$ cat src/rtl/exec_pkg.sv
// Shared definitions for the LEGv8 execute stage: opcodes, ALU control
// encodings, FSM states and the ALU function decoder.
package exec_pkg;

  localparam logic [10:0] OP_ADD  = 11'b10001011000;
  localparam logic [10:0] OP_SUB  = 11'b11001011000;
  localparam logic [10:0] OP_AND  = 11'b10001010000;
  localparam logic [10:0] OP_ORR  = 11'b10101010000;
  localparam logic [10:0] OP_ADDI = 11'b10010001000;
  localparam logic [10:0] OP_SUBI = 11'b11010001000;
  localparam logic [10:0] OP_LSL  = 11'b11010011011;
  localparam logic [10:0] OP_LSR  = 11'b11010011010;
  localparam logic [10:0] OP_MUL  = 11'b10011011000;
  localparam logic [10:0] OP_LDUR = 11'b11111000010;
  localparam logic [10:0] OP_STUR = 11'b11111000000;
  localparam logic [10:0] OP_CBZ  = 11'b10110100000;
  localparam logic [10:0] OP_B    = 11'b00010100000;

  typedef enum logic [1:0] {
    ALU_ADD   = 2'b00,
    ALU_PASSB = 2'b01,
    ALU_RTYPE = 2'b10
  } alu_op_e;

  typedef enum logic [1:0] {
    IDLE     = 2'b00,
    MUL_RUN  = 2'b01,
    MUL_DONE = 2'b10
  } state_e;

  typedef enum logic [2:0] {
    FN_ADD, FN_SUB, FN_AND, FN_ORR, FN_LSL, FN_LSR, FN_PASSB, FN_ZERO
  } alu_fn_e;

  // I-type opcodes are only 10 bits wide; bit 0 of the field belongs to the immediate.
  function automatic alu_fn_e decode_fn(input alu_op_e alu_op, input logic [10:0] opc);
    alu_fn_e fn;
    fn = FN_ZERO;
    case (alu_op)
      ALU_ADD:   fn = FN_ADD;
      ALU_PASSB: fn = FN_PASSB;
      ALU_RTYPE: begin
        casez (opc)
          OP_ADD, 11'b1001000100?: fn = FN_ADD;
          OP_SUB, 11'b1101000100?: fn = FN_SUB;
          OP_AND:                  fn = FN_AND;
          OP_ORR:                  fn = FN_ORR;
          OP_LSL:                  fn = FN_LSL;
          OP_LSR:                  fn = FN_LSR;
          default:                 fn = FN_ZERO;
        endcase
      end
      default:   fn = FN_ZERO;
    endcase
    return fn;
  endfunction

endpackage

$ cat src/rtl/iexecute_if.sv
// Decode-side inputs and memory-stage outputs of the execute stage.
interface iexecute_if #(parameter int WORD = 64);

  logic            flush_in;
  logic [WORD-1:0] cur_pc_in;
  logic [WORD-1:0] read_data1_in;
  logic [WORD-1:0] read_data2_in;
  logic [WORD-1:0] sign_extend_imm_in;
  logic [5:0]      shamt_in;
  logic [10:0]     opcode_in;
  logic [1:0]      alu_op_in;
  logic            alu_src_in;
  logic            branch_in;
  logic            uncondbranch_in;
  logic            mem_read_in;
  logic            mem_write_in;
  logic            mem_to_reg_in;
  logic            reg_write_in;
  logic [4:0]      write_register_in;

  logic            stall;
  logic            zero;
  logic            branch;
  logic            uncondbranch;
  logic            mem_read;
  logic            mem_write;
  logic            mem_to_reg;
  logic            reg_write;
  logic [WORD-1:0] mem_address;
  logic [WORD-1:0] mem_write_data;
  logic [WORD-1:0] branch_target;
  logic [WORD-1:0] cur_pc;
  logic [10:0]     opcode;
  logic [4:0]      write_register;

  modport master (
    output flush_in, cur_pc_in, read_data1_in, read_data2_in, sign_extend_imm_in,
           shamt_in, opcode_in, alu_op_in, alu_src_in, branch_in, uncondbranch_in,
           mem_read_in, mem_write_in, mem_to_reg_in, reg_write_in, write_register_in,
    input  stall, zero, branch, uncondbranch, mem_read, mem_write, mem_to_reg,
           reg_write, mem_address, mem_write_data, branch_target, cur_pc, opcode,
           write_register
  );

  modport slave (
    input  flush_in, cur_pc_in, read_data1_in, read_data2_in, sign_extend_imm_in,
           shamt_in, opcode_in, alu_op_in, alu_src_in, branch_in, uncondbranch_in,
           mem_read_in, mem_write_in, mem_to_reg_in, reg_write_in, write_register_in,
    output stall, zero, branch, uncondbranch, mem_read, mem_write, mem_to_reg,
           reg_write, mem_address, mem_write_data, branch_target, cur_pc, opcode,
           write_register
  );

endinterface

$ cat src/rtl/seq_multiplier.sv
// Shift-add multiplier retiring one multiplier bit per clock; always WORD steps.
module seq_multiplier #(
  parameter int WORD = 64
) (
  input  logic            clk,
  input  logic            rst,
  input  logic            start,
  input  logic            abort,
  input  logic [WORD-1:0] a,
  input  logic [WORD-1:0] b,
  output logic            busy,
  output logic            done,
  output logic [WORD-1:0] product
);

  localparam int CW = $clog2(WORD);

  logic [WORD-1:0] acc;
  logic [WORD-1:0] mcand;
  logic [WORD-1:0] mplier;
  logic [CW-1:0]   cnt;

  // done flags the final step: product is complete right after this edge.
  assign done    = busy && (cnt == CW'(WORD - 1));
  assign product = acc;

  always_ff @(posedge clk or posedge rst) begin
    if (rst) begin
      busy   <= 1'b0;
      acc    <= '0;
      mcand  <= '0;
      mplier <= '0;
      cnt    <= '0;
    end else if (abort) begin
      busy <= 1'b0;
      acc  <= '0;
    end else if (start) begin
      busy   <= 1'b1;
      acc    <= '0;
      mcand  <= a;
      mplier <= b;
      cnt    <= '0;
    end else if (busy) begin
      if (mplier[0]) acc <= acc + mcand;
      mcand  <= mcand << 1;
      mplier <= mplier >> 1;
      cnt    <= cnt + 1'b1;
      if (done) busy <= 1'b0;
    end
  end

endmodule

$ cat src/rtl/iexecute.sv
// LEGv8 execute stage: ID/EX register, inline ALU, branch target adder and
// a multi-cycle MUL that stalls the front end while it iterates.
module iexecute
  import exec_pkg::*;
#(
  parameter int          WORD    = 64,
  parameter logic [10:0] MUL_OPC = 11'b10011011000
) (
  input  logic clk,
  input  logic rst,
  iexecute_if.slave ex
);

  state_e          state;
  logic            stall_q;

  logic [WORD-1:0] cur_pc_p0;
  logic [WORD-1:0] rd1_p0;
  logic [WORD-1:0] rd2_p0;
  logic [WORD-1:0] imm_p0;
  logic [5:0]      shamt_p0;
  logic [10:0]     opcode_p0;
  logic [1:0]      alu_op_p0;
  logic            alu_src_p0;
  logic [5:0]      ctl_p0;
  logic [4:0]      wr_p0;
  logic            vld_p0;

  logic            mul_in;
  logic            mul_start;
  logic            mul_abort;
  logic            mul_busy;
  logic            mul_done;
  logic [WORD-1:0] mul_product;
  logic [WORD-1:0] b_in;

  assign b_in      = ex.alu_src_in ? ex.sign_extend_imm_in : ex.read_data2_in;
  assign mul_in    = (ex.opcode_in == MUL_OPC) && !ex.flush_in;
  assign mul_start = !stall_q && mul_in;
  assign mul_abort = (state == MUL_RUN) && ex.flush_in;

  seq_multiplier #(.WORD(WORD)) u_mul (
    .clk     (clk),
    .rst     (rst),
    .start   (mul_start),
    .abort   (mul_abort),
    .a       (ex.read_data1_in),
    .b       (b_in),
    .busy    (mul_busy),
    .done    (mul_done),
    .product (mul_product)
  );

  // ---- ID/EX register and MUL sequencing ----
  always_ff @(posedge clk or posedge rst) begin
    if (rst) begin
      state      <= IDLE;
      stall_q    <= 1'b0;
      cur_pc_p0  <= '0;
      rd1_p0     <= '0;
      rd2_p0     <= '0;
      imm_p0     <= '0;
      shamt_p0   <= '0;
      opcode_p0  <= '0;
      alu_op_p0  <= '0;
      alu_src_p0 <= 1'b0;
      ctl_p0     <= '0;
      wr_p0      <= '0;
      vld_p0     <= 1'b0;
    end else begin
      case (state)
        IDLE, MUL_DONE: begin
          cur_pc_p0  <= ex.cur_pc_in;
          rd1_p0     <= ex.read_data1_in;
          rd2_p0     <= ex.read_data2_in;
          imm_p0     <= ex.sign_extend_imm_in;
          shamt_p0   <= ex.shamt_in;
          opcode_p0  <= ex.opcode_in;
          alu_op_p0  <= ex.alu_op_in;
          alu_src_p0 <= ex.alu_src_in;
          wr_p0      <= ex.write_register_in;
          vld_p0     <= !ex.flush_in;
          ctl_p0     <= ex.flush_in ? 6'b0 :
                        {ex.branch_in, ex.uncondbranch_in, ex.mem_read_in,
                         ex.mem_write_in, ex.mem_to_reg_in, ex.reg_write_in};
          state      <= mul_in ? MUL_RUN : IDLE;
          stall_q    <= mul_in;
        end
        MUL_RUN: begin
          if (ex.flush_in) begin
            ctl_p0  <= '0;
            vld_p0  <= 1'b0;
            state   <= IDLE;
            stall_q <= 1'b0;
          end else if (mul_done || !mul_busy) begin
            state   <= MUL_DONE;
            stall_q <= 1'b0;
          end
        end
        default: begin
          state   <= IDLE;
          stall_q <= 1'b0;
        end
      endcase
    end
  end

  // ---- combinational execute from the ID/EX register ----
  logic [WORD-1:0] b_p0;
  logic [WORD-1:0] alu_res;
  logic [WORD-1:0] result;
  logic            in_run;

  assign b_p0 = alu_src_p0 ? imm_p0 : rd2_p0;

  always_comb begin
    alu_res = '0;
    case (decode_fn(alu_op_e'(alu_op_p0), opcode_p0))
      FN_ADD:   alu_res = rd1_p0 + b_p0;
      FN_SUB:   alu_res = rd1_p0 - b_p0;
      FN_AND:   alu_res = rd1_p0 & b_p0;
      FN_ORR:   alu_res = rd1_p0 | b_p0;
      FN_LSL:   alu_res = rd1_p0 << shamt_p0;
      FN_LSR:   alu_res = rd1_p0 >> shamt_p0;
      FN_PASSB: alu_res = b_p0;
      default:  alu_res = '0;
    endcase
  end

  assign in_run = (state == MUL_RUN);
  assign result = (state == MUL_DONE) ? mul_product : alu_res;

  // Bubbles (reset, flushed slots, MUL iterations) never report zero.
  assign ex.zero           = vld_p0 && !in_run && (result == '0);
  assign ex.mem_address    = result;
  assign ex.mem_write_data = rd2_p0;
  assign ex.branch_target  = cur_pc_p0 + {imm_p0[WORD-3:0], 2'b00};
  assign ex.cur_pc         = cur_pc_p0;
  assign ex.opcode         = opcode_p0;
  assign ex.write_register = wr_p0;
  assign ex.stall          = stall_q;

  assign {ex.branch, ex.uncondbranch, ex.mem_read,
          ex.mem_write, ex.mem_to_reg, ex.reg_write} = in_run ? 6'b0 : ctl_p0;

endmodule

$ cat src/flat_wrapper.sv
// flat-port wrapper written by rule: the top's interface ports become plain ports
module iexecute_flat import exec_pkg::*;
#(
  parameter int          WORD    = 64,
  parameter logic [10:0] MUL_OPC = 11'b10011011000
)
  (clk, rst, ex_flush_in, ex_cur_pc_in, ex_read_data1_in, ex_read_data2_in, ex_sign_extend_imm_in, ex_shamt_in, ex_opcode_in, ex_alu_op_in, ex_alu_src_in, ex_branch_in, ex_uncondbranch_in, ex_mem_read_in, ex_mem_write_in, ex_mem_to_reg_in, ex_reg_write_in, ex_write_register_in, ex_stall, ex_zero, ex_branch, ex_uncondbranch, ex_mem_read, ex_mem_write, ex_mem_to_reg, ex_reg_write, ex_mem_address, ex_mem_write_data, ex_branch_target, ex_cur_pc, ex_opcode, ex_write_register);
  iexecute_if #(.WORD(WORD)) ex_i ();
  input  logic clk;
  input  logic rst;
  input wire logic [$bits(ex_i.flush_in)-1:0] ex_flush_in;
  input wire logic [$bits(ex_i.cur_pc_in)-1:0] ex_cur_pc_in;
  input wire logic [$bits(ex_i.read_data1_in)-1:0] ex_read_data1_in;
  input wire logic [$bits(ex_i.read_data2_in)-1:0] ex_read_data2_in;
  input wire logic [$bits(ex_i.sign_extend_imm_in)-1:0] ex_sign_extend_imm_in;
  input wire logic [$bits(ex_i.shamt_in)-1:0] ex_shamt_in;
  input wire logic [$bits(ex_i.opcode_in)-1:0] ex_opcode_in;
  input wire logic [$bits(ex_i.alu_op_in)-1:0] ex_alu_op_in;
  input wire logic [$bits(ex_i.alu_src_in)-1:0] ex_alu_src_in;
  input wire logic [$bits(ex_i.branch_in)-1:0] ex_branch_in;
  input wire logic [$bits(ex_i.uncondbranch_in)-1:0] ex_uncondbranch_in;
  input wire logic [$bits(ex_i.mem_read_in)-1:0] ex_mem_read_in;
  input wire logic [$bits(ex_i.mem_write_in)-1:0] ex_mem_write_in;
  input wire logic [$bits(ex_i.mem_to_reg_in)-1:0] ex_mem_to_reg_in;
  input wire logic [$bits(ex_i.reg_write_in)-1:0] ex_reg_write_in;
  input wire logic [$bits(ex_i.write_register_in)-1:0] ex_write_register_in;
  output wire logic [$bits(ex_i.stall)-1:0] ex_stall;
  output wire logic [$bits(ex_i.zero)-1:0] ex_zero;
  output wire logic [$bits(ex_i.branch)-1:0] ex_branch;
  output wire logic [$bits(ex_i.uncondbranch)-1:0] ex_uncondbranch;
  output wire logic [$bits(ex_i.mem_read)-1:0] ex_mem_read;
  output wire logic [$bits(ex_i.mem_write)-1:0] ex_mem_write;
  output wire logic [$bits(ex_i.mem_to_reg)-1:0] ex_mem_to_reg;
  output wire logic [$bits(ex_i.reg_write)-1:0] ex_reg_write;
  output wire logic [$bits(ex_i.mem_address)-1:0] ex_mem_address;
  output wire logic [$bits(ex_i.mem_write_data)-1:0] ex_mem_write_data;
  output wire logic [$bits(ex_i.branch_target)-1:0] ex_branch_target;
  output wire logic [$bits(ex_i.cur_pc)-1:0] ex_cur_pc;
  output wire logic [$bits(ex_i.opcode)-1:0] ex_opcode;
  output wire logic [$bits(ex_i.write_register)-1:0] ex_write_register;
  assign ex_i.flush_in = ex_flush_in;
  assign ex_i.cur_pc_in = ex_cur_pc_in;
  assign ex_i.read_data1_in = ex_read_data1_in;
  assign ex_i.read_data2_in = ex_read_data2_in;
  assign ex_i.sign_extend_imm_in = ex_sign_extend_imm_in;
  assign ex_i.shamt_in = ex_shamt_in;
  assign ex_i.opcode_in = ex_opcode_in;
  assign ex_i.alu_op_in = ex_alu_op_in;
  assign ex_i.alu_src_in = ex_alu_src_in;
  assign ex_i.branch_in = ex_branch_in;
  assign ex_i.uncondbranch_in = ex_uncondbranch_in;
  assign ex_i.mem_read_in = ex_mem_read_in;
  assign ex_i.mem_write_in = ex_mem_write_in;
  assign ex_i.mem_to_reg_in = ex_mem_to_reg_in;
  assign ex_i.reg_write_in = ex_reg_write_in;
  assign ex_i.write_register_in = ex_write_register_in;
  assign ex_stall = ex_i.stall;
  assign ex_zero = ex_i.zero;
  assign ex_branch = ex_i.branch;
  assign ex_uncondbranch = ex_i.uncondbranch;
  assign ex_mem_read = ex_i.mem_read;
  assign ex_mem_write = ex_i.mem_write;
  assign ex_mem_to_reg = ex_i.mem_to_reg;
  assign ex_reg_write = ex_i.reg_write;
  assign ex_mem_address = ex_i.mem_address;
  assign ex_mem_write_data = ex_i.mem_write_data;
  assign ex_branch_target = ex_i.branch_target;
  assign ex_cur_pc = ex_i.cur_pc;
  assign ex_opcode = ex_i.opcode;
  assign ex_write_register = ex_i.write_register;
  iexecute #(.WORD(WORD), .MUL_OPC(MUL_OPC)) u_core (.clk(clk), .rst(rst), .ex(ex_i));
endmodule
$ cat config.mk
export PLATFORM = sky130hd
export DESIGN_NAME = iexecute_flat
export DESIGN_NICKNAME = d
export VERILOG_FILES = /design/src/rtl/exec_pkg.sv /design/src/rtl/iexecute_if.sv /design/src/rtl/seq_multiplier.sv /design/src/rtl/iexecute.sv /design/src/flat_wrapper.sv
export SDC_FILE = /design/constraint.sdc
export NUM_CORES = 2
export LEC_CHECK = 0
export CAP_MARGIN = 20
export CORE_UTILIZATION = 50
export CTS_CLUSTER_SIZE = 20
export DETAILED_ROUTE_END_ITERATION = 10
export PLACE_DENSITY = 0.73
export RECOVER_POWER = 25
export SLEW_MARGIN = 20
export SYNTH_ARGS = -nofsm -noshare
export SYNTH_HDL_FRONTEND = slang
export SYNTH_HIERARCHICAL = 1
export SYNTH_SLANG_ARGS = --single-unit
$ cat constraint.sdc
create_clock -name clk -period 11 [get_ports clk]
set_input_delay 1.65 -clock clk [delete_from_list [all_inputs] [get_ports clk]]
set_output_delay 1.65 -clock clk [all_outputs]
set_load 0.01 [all_outputs]
==> results.txt <==
Max Slew Vio Count: 375
die width: 309 um
Yosys top cell by area: dfrtp_1
Avg Vias per Cell: 6.94
Post-Route WL: 234 mm
ys async rst share: 100%
CTS root buf: clkbuf_16
Max-Cap Viols: 5
cell family with most CP delay: simple AND/OR/NAND/NOR gates
Slowest Stage Delay on Critical Path: 580 ps
critical path's slowest cell: clkdlybuf4s50_1
Post-route DRC: 0
DRT iter0 DRCs: 7063
violated checks: max-capacitance violations, max-slew violations
worst skew pair latency: 680 ps
Sequential Power Share: 31.7%
switching share of total power: 36.9%
Post-Place Setup Slack: 435 ps
clk_skew: 46.9 ps
die area: 95300 um^2
Pleak: 22.5 nW
Critical Path Fanout Max: 19
Post-DRT Antenna Nets: 0
EDFF count, synth: 0
NetSw: 2.33 mW
Tcrit/Tclk final: 97.3%
initial antenna violation count: 44
DP HPWL: 181 mm
Gate Count Post-Synth: 5283
CTS buffer count: 57
gr ovfl total: 0
synth unique cells: 126
synthesized area: 47000 um^2
post-route cell area: 56100 um^2
number of port buffers: 569
Critical Path RT: 9350 ps
area grow syn2layout: 19.3%
final number of setup-violating endpoints: 0
Core Region: 93200 um^2
hold crit path type: flip-flop to flip-flop
layout cells sized above 1: 17.1%
first-pass GRT wire length: 329 mm
internal power: 3.99 mW
DR WL/cell: 33.5 um
Slew @ Worst Pin: 4980 ps
CTS Buffer Depth: 3
Area contributors post-synth: dfrtp_1 26%, mux2_2 10%, mux4_2 7.9%
Critical path buffers and inverters: 4
outcome: finished, violations left
final worst slack: 301 ps
Power Dens Cells: 113 nW/um^2
final hold vios: 0
# fillers: 8001
die span in y: 309 um
critical path class: flip-flop to output pin
largest net degree at the start of global routing: 174
First-pass DRT Iterations: 9
Initial Utilization: 50.5%
post-synth top area share: 26.0%
Cell Count, Final, Fillers Out: 7003
Setup crit end kind: output pin
VDD IR max: 0.195 mV
Storage cell area: 12300 um^2
fin crit period: 10700 ps
#FFs+latches synth: 489
Post-Syn Nets: 5767
number of global-route vias before repair: 45800
Critical Path AT: 9050 ps
CTS tree: built
area occupied by multi-input gates: 32700 um^2
Placed Area: 53900 um^2
std cell rows: 112
gpl congestion: 1.10
Total GRT Usage: 47.8%
Post-synth top cells: 596 x nand2_1, 489 x dfrtp_1, 429 x mux2_2
RSZ-0062 raised after global routing: no
setup_tns: 0 ps
Cells after DPL: 6854
critical path's most frequent cell: o21ai_0
clock sinks: 489
Max H-tree Level: 2
Slew Limit Headroom: -232%
Clk pwr share: 32.1%
predominant post-synthesis flop cell: dfrtp_1
I/O pins: 570
Startpoint Class: flip-flop
mean post-synth cell area: 8.90 um^2
Fmax: 0.0935 GHz
Design Power: 6.32 mW
most common cell in the netlist: nand2_1
yosys warns: 6
via count: 48600
Logic pwr share: 36.2%
Clock transition at path regs: 60 ps
Seq/Total Area, Yosys: 26.0%
Final Util: 60.2%
final hold slack: 477 ps
Nets: 6155
## flip-flops by register name (all words and copies together), names as in the netlist
register and cells:
u_core/alu_op_p0 2, u_core/alu_src_p0 1, u_core/ctl_p0 6, u_core/ex.cur_pc 64
u_core/ex.mem_write_data 64, u_core/ex.opcode 11, u_core/ex.write_register 5, u_core/imm_p0 64
u_core/rd1_p0 64, u_core/shamt_p0 6, u_core/state 2, u_core/u_mul/busy 1
u_core/u_mul/cnt 6, u_core/u_mul/mcand 64, u_core/u_mul/mplier 64, u_core/u_mul/product 64
u_core/vld_p0 1
## worst paths after layout
| kind | slack [ps] | endpoint | cells after the start | startpoint |
|---|---|---|---|---|
| max | 300 | ex_zero | 29 | u_core/alu_src_p0 |
| min | 480 | u_core/u_mul/mplier[26] | 2 | u_core/u_mul/mplier[26] |
| max reg2reg | 5190 | u_core/rd1_p0[33] | 3 | u_core/state[0] |
| min reg2reg | 480 | u_core/u_mul/mplier[26] | 2 | u_core/u_mul/mplier[26] |
| max in group asynchronous | 4780 | u_core/alu_src_p0 | 4 | rst |
| min in group asynchronous | 2770 | u_core/u_mul/mcand[51] | 2 | rst |
## final cells by class
class	instances	area share (%)
Multi-Input combinational cell	4276	58.2
Clock inverter	22	0.562
Inverter	97	0.656
Sequential cell	489	21.8
Tap cell	1254	2.80
Timing Repair Buffer	750	12.8
Antenna cell	33	0.147
Clock buffer	82	2.96
## worst reg2reg max path: cells and delay by family, from the launching register on
kind                   cells  cell delay, ps
buffers and inverters      2            4060
DFF                        1            1100
muxes                      1             520
## cells by family after synthesis
kind of cell    share of synthesized area (%)
mux                                      25.5
buf+inv                                  4.91
compound gates                           20.2
xor+xnor                                 4.15
simple gates                             13.8
fa+ha+maj                                5.34
flops                                    26.0
## repair_timing
action | in CTS | in global routing
hold endpoints to repair | 0 | 0
hold buffers | 0 | 0
setup buffers | 0 | 11
gates resized for setup | 6 | 19
pin swaps | 0 | 3
endpoints found under the setup margin | 1 | 1
## routing by layer
metal / track usage [%] / part of all wire [%] / wire, um / vias up
met5: 0 / 0.064 / 149 / -
met4: 26.6 / 6.5 / 15300 / 20
met3: 17.4 / 14 / 32100 / 857
met2: 69.3 / 42 / 98400 / 3535
met1: 61.4 / 38 / 88500 / 23700
li1: - / - / - / 20500
## power by group through the flow
stage          Combinational (mW)  Sequential (mW)  Clock [mW]
2_1_floorplan                1.25             1.96           0
3_3_place_gp                 2.18             2.02           0
3_5_place_dp                 2.17             2.02           0
4_1_cts                      2.19             1.99        2.04
5_1_grt                      2.37             2.00        2.11
6_report                     2.29             2.00        2.03
## cell usage in the layout, fill, tap and decap left out, drive strengths merged, types with 29 or more instances in the layout
master / synthesis / layout
a31oi: 62 / 62
nor2b: 39 / 39
mux2i: 333 / 333
a211oi: 69 / 69
and3: 47 / 47
a21oi: 429 / 429
a22oi: 31 / 31
nand2: 596 / 596
xnor2: 134 / 134
and2: 39 / 39
clkdlybuf4s50: 0 / 550
buf: 160 / 178
nor3: 70 / 70
a21o: 105 / 105
dfrtp: 489 / 489
nand3: 94 / 94
diode: 0 / 33
nand4: 41 / 41
xor2: 89 / 89
ha: 191 / 191
inv: 96 / 95
o21bai: 33 / 33
o211ai: 59 / 59
o22ai: 29 / 29
o21ai: 414 / 414
nor2: 365 / 365
mux4: 167 / 167
clkbuf: 261 / 86
mux2: 432 / 432
(Power assumes the default switching activity.)
